===== config.mk =====
export PLATFORM = sky130hd
export DESIGN_NAME = mult_gnn
export DESIGN_NICKNAME = d
export VERILOG_FILES = /design/src/rtl/aegnn_pkg.sv /design/src/rtl/mult_array.sv /design/src/rtl/mult_gnn.sv
export SDC_FILE = /design/constraint.sdc
export NUM_CORES = 1
export LEC_CHECK = 0
export CAP_MARGIN = 20
export CELL_PAD_IN_SITES_DETAIL_PLACEMENT = 1
export CELL_PAD_IN_SITES_GLOBAL_PLACEMENT = 1
export CORE_ASPECT_RATIO = 1.5
export CORE_MARGIN = 2
export CORE_UTILIZATION = 44
export CTS_CLUSTER_DIAMETER = 80
export DETAILED_ROUTE_END_ITERATION = 10
export PLACE_DENSITY_LB_ADDON = 0.08
export SLEW_MARGIN = 20
export SYNTH_ARGS = -nofsm -noshare
export SYNTH_HDL_FRONTEND = slang
export SYNTH_HIERARCHICAL = 1
export SYNTH_SLANG_ARGS = --single-unit

===== constraint.sdc =====
create_clock -name clk -period 5.71 [get_ports clk]
set_clock_uncertainty 0.05 [all_clocks]
set_input_delay 0.571 -clock clk [delete_from_list [all_inputs] [get_ports clk]]
set_output_delay 0.571 -clock clk [all_outputs]
set_load 0.01 [all_outputs]

===== src/rtl/aegnn_pkg.sv =====
// Shared types and widths for the GNN feature-by-weight multiplier.
package aegnn;

  localparam int unsigned F_WIDTH    = 8;
  localparam int unsigned W_WIDTH    = 8;
  localparam int unsigned MULT_WIDTH = 16;

  typedef logic        [F_WIDTH-1:0]    f_t;
  typedef logic signed [W_WIDTH-1:0]    w_t;
  typedef logic signed [MULT_WIDTH-1:0] mult_t;

endpackage


===== src/rtl/mult_array.sv =====
// Structural shift-add multiplier: unsigned feature times signed weight, optional pipelining.
module mult_array
  import aegnn::*;
#(
  parameter int unsigned LATENCY = 2
) (
  input  logic  clk,
  input  logic  rst,
  input  f_t    feature,
  input  w_t    weight,
  output mult_t product
);

  // One stage sits after the partial products once there are two or more stages.
  localparam int unsigned OutStages = (LATENCY >= 2) ? LATENCY - 1 : LATENCY;

  logic [W_WIDTH-1:0][F_WIDTH-1:0] pp;
  logic [W_WIDTH-1:0][F_WIDTH-1:0] pp_s;
  mult_t                           term [W_WIDTH];
  mult_t                           lvl1 [4];
  mult_t                           sum;

  always_comb begin
    for (int i = 0; i < W_WIDTH; i++) begin
      pp[i] = feature & {F_WIDTH{weight[i]}};
    end
  end

  if (LATENCY >= 2) begin : g_pp_reg
    logic [W_WIDTH-1:0][F_WIDTH-1:0] pp_q;
    always_ff @(posedge clk) begin
      if (rst) begin
        pp_q <= '0;
      end else begin
        pp_q <= pp;
      end
    end
    assign pp_s = pp_q;
  end else begin : g_pp_comb
    assign pp_s = pp;
  end

  // The MSB partial product carries weight -2^7, so it is subtracted.
  always_comb begin
    for (int i = 0; i < W_WIDTH; i++) begin
      term[i] = mult_t'(pp_s[i]) << i;
    end
    lvl1[0] = term[0] + term[1];
    lvl1[1] = term[2] + term[3];
    lvl1[2] = term[4] + term[5];
    lvl1[3] = term[6] - term[7];
    sum     = (lvl1[0] + lvl1[1]) + (lvl1[2] + lvl1[3]);
  end

  if (OutStages == 0) begin : g_out_comb
    assign product = sum;
  end else begin : g_out_reg
    mult_t out_q [OutStages];
    always_ff @(posedge clk) begin
      if (rst) begin
        for (int i = 0; i < OutStages; i++) out_q[i] <= '0;
      end else begin
        out_q[0] <= sum;
        for (int i = 1; i < OutStages; i++) out_q[i] <= out_q[i-1];
      end
    end
    assign product = out_q[OutStages-1];
  end

endmodule


===== src/rtl/mult_gnn.sv =====
// Feature-by-weight multiplier with selectable behavioural or shift-add implementation.
module mult_gnn
  import aegnn::*;
#(
  parameter int unsigned LATENCY = 2,
  parameter string       DEVICE  = "code"
) (
  input  logic  clk,
  input  logic  rst,
  input  f_t    feature,
  input  w_t    weight,
  output mult_t product
);

  if (LATENCY > 4) begin : g_bad_latency
    $error("mult_gnn: LATENCY %0d outside 0..4", LATENCY);
  end

  if (DEVICE == "code") begin : g_code
    mult_t full;
    // Zero-extend feature, sign-extend weight; 16 bits hold every result exactly.
    assign full = mult_t'(feature) * mult_t'(weight);

    if (LATENCY == 0) begin : g_comb
      assign product = full;
    end else begin : g_pipe
      mult_t pipe_q [LATENCY];
      always_ff @(posedge clk) begin
        if (rst) begin
          for (int i = 0; i < LATENCY; i++) pipe_q[i] <= '0;
        end else begin
          pipe_q[0] <= full;
          for (int i = 1; i < LATENCY; i++) pipe_q[i] <= pipe_q[i-1];
        end
      end
      assign product = pipe_q[LATENCY-1];
    end
  end else if (DEVICE == "ip") begin : g_ip
    mult_array #(
      .LATENCY(LATENCY)
    ) u_mult_array (
      .clk    (clk),
      .rst    (rst),
      .feature(feature),
      .weight (weight),
      .product(product)
    );
  end else begin : g_bad_device
    $error("mult_gnn: unknown DEVICE \"%s\"", DEVICE);
    assign product = '0;
  end

endmodule


* Word-level counts from Yosys, hierarchy flattened
Memory sizes are Yosys's and may differ from the RTL's.
Index checks and enable logic that the tools add are counted.
W data, S select, Z words.
** Operators by class
- Mux-type cells :: 5
- Shift operators :: 0
- $add $sub $neg :: 0
- Magnitude comparators :: 0
- Bitwise logic cells :: 2
- Equality and inequality tests :: 0
- $mul :: 1
- Reduce and logical (&&, ||, !) cells :: 0
- Div/mod/pow operators :: 0
** Operators with widths (count)
- $mux W16 :: 2
- $mul A9 B8 Y16 :: 1
- $mux W1 :: 3
- $or A1 B1 Y1 :: 2
** Word-level totals
- Register bits :: 0
- Output and inout port bits :: 16
- Memories :: 1
- Bits in read-only memories :: 0
- Logic and storage cells :: 9
- RAM bits :: 32
- Input port bits :: 18
- Latch bits :: 0
** Memories
- g_code.g_pipe.pipe_q :: words 2, bits a word 16, read ports 2, clocked after Yosys merged registers in 0, wr ports 2, line mult_gnn.sv:27 : mult_t pipe_q [LATENCY];

* Depth between registers and ports, before layout
Gate-level depths: netlist (run 1).
- Depth in word-level cells :: 3
- Mapped depth :: 17

* Worst setup path after synthesis (run 1)
Ideal clock, no wire load.
- Kind :: input to register
- Start point :: input port weight[7]
- End point :: memory g_code.g_pipe.pipe_q[0][13] (netlist bit)
- Arrival :: 4.057 ns
- Path slack :: 1.475 ns
- Cell stages on the path :: 13
- Data required time :: 5.532 ns
- Cell sequence :: inv_1 > nor2_1 > fa_1 > fa_1 > fa_1 > inv_1 > fa_1 > inv_1 > ha_1 > or2_2 > a311oi_1 > xor2_1 > nor2_1
** RTL lines
- start: declaration :: line mult_gnn.sv:11 : input w_t weight,
- end: declaration :: line mult_gnn.sv:27

==> results.sh, run 1 <==
export IMPL_outcome="finished clean"
export IMPL_grt_pass1_wl_um=11070
export IMPL_gp_congestion=0.8419
export IMPL_die_x_um=72.28
export IMPL_post_place_cells=417
export IMPL_via_per_inst=5.016
export IMPL_cpMaxStageDelayCell="clkdlybuf4s50_1"
export IMPL_leakagePower_nw=1.688
export IMPL_setup_viol=0
export IMPL_tns_ns=0
export IMPL_htreeDepth=2
export IMPL_cts_resized=0
export IMPL_largest_reg_flops=32
export IMPL_die_h_um=106.4
export IMPL_clk_latency_ns=0.28
export IMPL_seqPwrFrac_pct=25.5
export IMPL_start_util_pct=45.21
export IMPL_ys_warnings_count=6
export IMPL_finalCritPeriodShare_pct=84.62
export IMPL_reg_largest_list="g_code.g_pipe.pipe_q: 32 flops"
export IMPL_layout_drive_gt1_share_pct=3.458
export IMPL_syn_area_um2=3077
export IMPL_routedWlPerCell_um=15.40
export IMPL_vias=2132
export IMPL_worst_slack_ns=0.8781
export IMPL_synth_avg_cell_area_um2=9.496
export IMPL_postCtsSetupBuffers=0
export IMPL_total_power_w=0.001135
export IMPL_layout_common_cells="inv_1 (52), and2_1 (40), ha_1 (40)"
export IMPL_cts_root_buf="clkbuf_8"
export IMPL_worstMarginPinSlew_ns=0.5490
export IMPL_critPathKind="input port to flip-flop"
export IMPL_num_io_pins=34
export IMPL_relSlewSlack_pct=63.40
export IMPL_synth_fp_nets=419
export IMPL_crit_path_cell_trace="clkdlybuf4s50_1 -> inv_1 -> nor2_1 -> fa_1 -> fa_1 -> fa_1 -> inv_1 -> fa_1 -> inv_1 -> ha_1 -> a21o_1 -> a221o_1 -> o21ai_1 -> a21o_1 -> a21oi_1"
export IMPL_clock_sinks=32
export IMPL_drv_cap=0
export IMPL_cp_required_ns=5.81
export IMPL_dp_hpwl_um=5537
export IMPL_antenna_left=0
export IMPL_switchingPower_w=0.0004597
export IMPL_multiInputGateArea_um2=2110
export IMPL_top_usage_layer="met2"
export IMPL_critPathArrivalTime_ns=4.93
export IMPL_use_met3_pct=1.801
export IMPL_min_path_type="flip-flop to flip-flop"
export IMPL_drc=0
export IMPL_synth_area_leaders="fa_1 (24%), dfxtp_1 (21%), ha_1 (16%)"
export IMPL_finalNonFillerCells=425
export IMPL_ys_seq_elements=32
export IMPL_cts_max_path_buffers=2
export IMPL_regMostFlops="g_code.g_pipe.pipe_q"
export IMPL_nets=441
export IMPL_crit_fanout=6
export IMPL_p_int_w=0.0006753
export IMPL_dr_pass1_iters=4
export IMPL_power_density_nw_per_um2=327.7
export IMPL_io_buffers=33
export IMPL_postCtsHoldBufs=0
export IMPL_power_frac_comb_pct=59.7
export IMPL_rsz0062_at_grt="false"
export IMPL_grt_antenna_before_repair=0
export IMPL_worst_setup_path_start_kind="input port"
export IMPL_vdd_drop_max_v=0.0001436
export IMPL_area_growth_pct=12.57
export IMPL_synth_top_area_share_pct=24.07
export IMPL_drt_iter0_drc=42
export IMPL_die_area_um2=7691
export IMPL_synth_distinct_cells=36
export IMPL_met2_usage_pct=35.98
export IMPL_diodes=0
export IMPL_gr_usage_met1_pct=21.25
export IMPL_hold_viol=0
export IMPL_synth_top_area_cell="fa_1"
export IMPL_p_clk_share_pct=14.8
export IMPL_tritoncts="built"
export IMPL_routed_wl_um=6547
export IMPL_cts_clk_slew_worst_paths_ns=0.07
export IMPL_end_kind="flip-flop"
export IMPL_numCtsBuffers=5
export IMPL_grt_max_degree=33
export IMPL_core_area_um2=6805
export IMPL_grt_pass1_vias=2320
export IMPL_ys_seq_area_share_pct=20.82
export IMPL_max_freq_mhz=207.0
export IMPL_synthArstFlopShare_pct=0
export IMPL_cpPeakStageDelay_ns=0.60
export IMPL_final_max_slew_viol_count=0
export IMPL_final_seq_area_um2=640.6
export IMPL_period_minus_slack_ns=4.832
export IMPL_synthCells=324
export IMPL_layout_commonest_cell="inv_1"
export IMPL_swShare_pct=40.50
export IMPL_place_ws_ns=0.5276
export IMPL_synth_ff_type="dfxtp_1"
export IMPL_fill_cells=780
export IMPL_overflow=0
export IMPL_critPathMostFrequentCell="fa_1"
export IMPL_fin_util_pct=50.89
export IMPL_grtUsageTotal_pct=18.81
export IMPL_synth_edf_count=0
export IMPL_rows=37
==> power groups by stage <==
stage | clock [W] | combinational (W) | sequential, W
floorplan | 0 | 0.000515 | 0.000291
detailed placement | 0 | 0.000686 | 0.000296
global route | 0.000186 | 0.000777 | 0.000295
finish | 0.000168 | 0.000678 | 0.000290
global placement | 0 | 0.000662 | 0.000294
CTS | 0.000172 | 0.000692 | 0.000291
==> cell usage after synthesis, types with 4 or more instances <==
cell,n
a211oi_1,4
and2_1,40
and3_1,4
buf_4,16
dfxtp_1,32
fa_1,37
ha_1,40
inv_1,52
nand2_1,16
nor2_1,14
nor2b_1,20
nor3_1,6
o21ai_0,4
xor2_1,4
==> cells by family after synthesis <==
group                      Yosys count  synth area share (%)
xor gates and xnor gates             6                 1.708
buffers and inverters               71                 10.61
DFF                                 32                 20.82
AOI/OAI and AO/OA                   29                 6.710
adders and majority gates           77                 40.34
and+or+nand+nor                    109                 19.80
==> worst paths after layout <==
path / from / endpoint / slack [ns] / cells past startpoint
max reg2reg: g_code.g_pipe.pipe_q[0][14]$_SDFF_PP0_ / g_code.g_pipe.pipe_q[0][30]$_SDFF_PP0_ / 5.10 / 1
min: g_code.g_pipe.pipe_q[0][5]$_SDFF_PP0_ / g_code.g_pipe.pipe_q[0][21]$_SDFF_PP0_ / 0.39 / 1
max: weight[7] / g_code.g_pipe.pipe_q[0][15]$_SDFF_PP0_ / 0.88 / 15
min reg2reg: g_code.g_pipe.pipe_q[0][5]$_SDFF_PP0_ / g_code.g_pipe.pipe_q[0][21]$_SDFF_PP0_ / 0.39 / 1
==> worst max-delay path: cells and delay by family <==
family / cells / cell delay [ns]
fa+ha+maj: 5 / 2.33
compound gates: 5 / 0.94
buf+inv: 4 / 0.87
simple gates: 1 / 0.22
==> final cells by class <==
class | count | area share, %
timing repair buffer | 34 | 9.610
inverter | 52 | 5.636
multi-input combinational | 221 | 60.91
clock buffer | 5 | 1.987
clock inverter | 3 | 0.5419
sequential | 32 | 18.50
tap | 78 | 2.818
==> stage by stage <==
stage	cell area, um^2	hold slack (ns)
4_1_cts	3468	0.3927
6_report	3463	0.3882
5_1_grt	3463	0.4118
3_5_place_dp	3381	0.3762
3_3_place_gp	3381	0.3666
2_1_floorplan	3077	0.3638
==> routing by layer <==
layer,vias up,part of all wire (%)
met2,25,58
li1,1052,-
met5,-,0
met3,6,1.4
met1,1049,39
met4,0,1.4
Power figures use the tool's default switching activity.
==> run 2, diff against run 1 <==
--- a/config.mk
+++ b/config.mk
@@ -10,7 +10,7 @@
 export CELL_PAD_IN_SITES_GLOBAL_PLACEMENT = 1
 export CORE_ASPECT_RATIO = 1.5
 export CORE_MARGIN = 2
-export CORE_UTILIZATION = 44
+export CORE_UTILIZATION = 40
 export CTS_CLUSTER_DIAMETER = 80
 export DETAILED_ROUTE_END_ITERATION = 10
 export PLACE_DENSITY_LB_ADDON = 0.08
==> constraint.sdc (replaced) <==
create_clock -name clk -period 4.2 [get_ports clk]
set_clock_uncertainty 0.05 [all_clocks]
set_input_delay 0.42 -clock clk [delete_from_list [all_inputs] [get_ports clk]]
set_output_delay 0.42 -clock clk [all_outputs]
set_load 0.01 [all_outputs]
==> results.sh, run 2 (same netlist as run 1, synthesis figures left out) <==
export IMPL_layout_commonest_cell="inv_1"
export IMPL_regMostFlops="g_code.g_pipe.pipe_q"
export IMPL_diodes=0
export IMPL_total_power_w=0.002033
export IMPL_critPathKind="input port to flip-flop"
export IMPL_core_area_um2=7564
export IMPL_routedWlPerCell_um=14.03
export IMPL_crit_fanout=5
export IMPL_min_path_type="flip-flop to flip-flop"
export IMPL_cp_required_ns=4.31
export IMPL_gp_congestion=0.7532
export IMPL_cts_clk_slew_worst_paths_ns=0.06
export IMPL_dr_pass1_iters=4
export IMPL_htreeDepth=2
export IMPL_met2_usage_pct=33.97
export IMPL_tritoncts="built"
export IMPL_hold_viol=0
export IMPL_dp_hpwl_um=5758
export IMPL_end_kind="flip-flop"
export IMPL_period_minus_slack_ns=3.989
export IMPL_drt_iter0_drc=45
export IMPL_routed_wl_um=6931
export IMPL_rows=39
export IMPL_layout_common_cells="inv_1 (49), buf_4 (45), and2_1 (36)"
export IMPL_max_freq_mhz=250.7
export IMPL_vdd_drop_max_v=0.0002291
export IMPL_setup_viol=0
export IMPL_drc=0
export IMPL_finalCritPeriodShare_pct=94.98
export IMPL_die_area_um2=8424
export IMPL_grt_antenna_before_repair=0
export IMPL_die_h_um=111.4
export IMPL_grtUsageTotal_pct=18.51
export IMPL_whs_ns=0.3865
export IMPL_power_density_nw_per_um2=515.7
export IMPL_via_per_inst=4.735
export IMPL_drv_cap=0
export IMPL_gr_usage_met1_pct=21.36
export IMPL_antenna_left=0
export IMPL_cts_max_path_buffers=2
export IMPL_area_growth_pct=28.14
export IMPL_final_max_slew_viol_count=0
export IMPL_leakagePower_nw=1.950
export IMPL_worst_setup_path_start_kind="input port"
export IMPL_reg_largest_list="g_code.g_pipe.pipe_q: 32 flops"
export IMPL_overflow=0
export IMPL_worstMarginPinSlew_ns=0.5539
export IMPL_start_util_pct=40.68
export IMPL_grt_max_degree=33
export IMPL_io_buffers=33
export IMPL_nets=486
export IMPL_fill_cells=891
export IMPL_use_met3_pct=1.629
export IMPL_fin_util_pct=52.13
export IMPL_numCtsBuffers=5
export IMPL_die_x_um=75.61
export IMPL_clock_sinks=32
export IMPL_relSlewSlack_pct=63.07
export IMPL_vias=2339
export IMPL_grt_pass1_vias=2553
export IMPL_top_usage_layer="met2"
export IMPL_largest_reg_flops=32
export IMPL_num_io_pins=34
export IMPL_rsz0062_at_grt="false"
export IMPL_grt_pass1_wl_um=11850
export IMPL_postCtsHoldBufs=0
export IMPL_clk_latency_ns=0.29
export IMPL_cts_root_buf="clkbuf_16"
export IMPL_critPathArrivalTime_ns=4.10
export IMPL_layout_drive_gt1_share_pct=24.74
export IMPL_outcome="finished clean"
[run 2: cell count changes in the layout (fill, tap and decap cells not counted), moves of 5 or more]
cell and delta:
buf_4 +44, clkdlybuf4s50_1 -16, clkbuf_2 +10, ha_1 -7
clkbuf_16 +5, clkbuf_8 -5
[run 2: path summary, 6_finish.rpt]
check             slack (ns)  cells past startpoint                              startpoint                                      to
hold / removal          0.39                      1   g_code.g_pipe.pipe_q[0][6]$_SDFF_PP0_  g_code.g_pipe.pipe_q[0][22]$_SDFF_PP0_
setup / recovery        0.21                     15                               weight[0]  g_code.g_pipe.pipe_q[0][14]$_SDFF_PP0_
setup reg to reg        3.57                      1  g_code.g_pipe.pipe_q[0][14]$_SDFF_PP0_  g_code.g_pipe.pipe_q[0][30]$_SDFF_PP0_
hold reg to reg         0.39                      1   g_code.g_pipe.pipe_q[0][6]$_SDFF_PP0_  g_code.g_pipe.pipe_q[0][22]$_SDFF_PP0_
[run 2: layout make-up]
class                      instances  area [um^2]  area share [%]
multi-input combinational        221         2233           56.65
clock inverter                     3        18.77          0.4760
timing repair buffer              79        601.8           15.26
inverter                          52        195.2           4.951
tap                              102        127.6           3.237
clock buffer                       5        125.1           3.174
sequential                        32        640.6           16.25
[run 2: through the flow]
step	cells	instance area [um^2]	setup WS (ns)	TNS (ns)
6_report	494	3943	0.2109	0
5_1_grt	494	3943	0.05523	0
4_1_cts	494	3956	0.002816	0
3_5_place_dp	484	3734	-0.7028	-4.807
3_3_place_gp	484	3734	-0.6495	-4.415
2_1_floorplan	324	3077	0.1161	0
[run 2: repair_timing]
action | CTS | global route
setup buffers | 2 | 0
gates cloned | 0 | 0
gates resized for setup | 45 | 35
pin swaps | 16 | 19
endpoints found under the setup margin | 8 | 7
[run 2: power breakdown]
group | internal (W) | leakage [nW] | switching, W | total, W
clock network | 0.000218 | 0.0736 | 0.000133 | 0.000350
logic | 0.000678 | 1.61 | 0.000607 | 0.00129
registers | 0.000380 | 0.264 | 0.0000168 | 0.000397
[run 2: critical path: stages]
cell and delay, ns:
dlygate4sd2_1 0.31, nand2_1 0.10, fa_1 0.47, fa_1 0.51, inv_1 0.05, fa_1 0.54, inv_1 0.05, fa_1 0.49
inv_2 0.05, ha_4 0.24, o21a_1 0.16, o31a_1 0.14, o211a_1 0.25, nor4_2 0.25, nor3_2 0.07
[run 2: layer usage]
metal | share of wire [%] | up-vias
li1 | - | 1138
met1 | 37 | 1170
met2 | 60 | 26
met3 | 1.6 | 5
met4 | 1.6 | 0
met5 | 0 | -
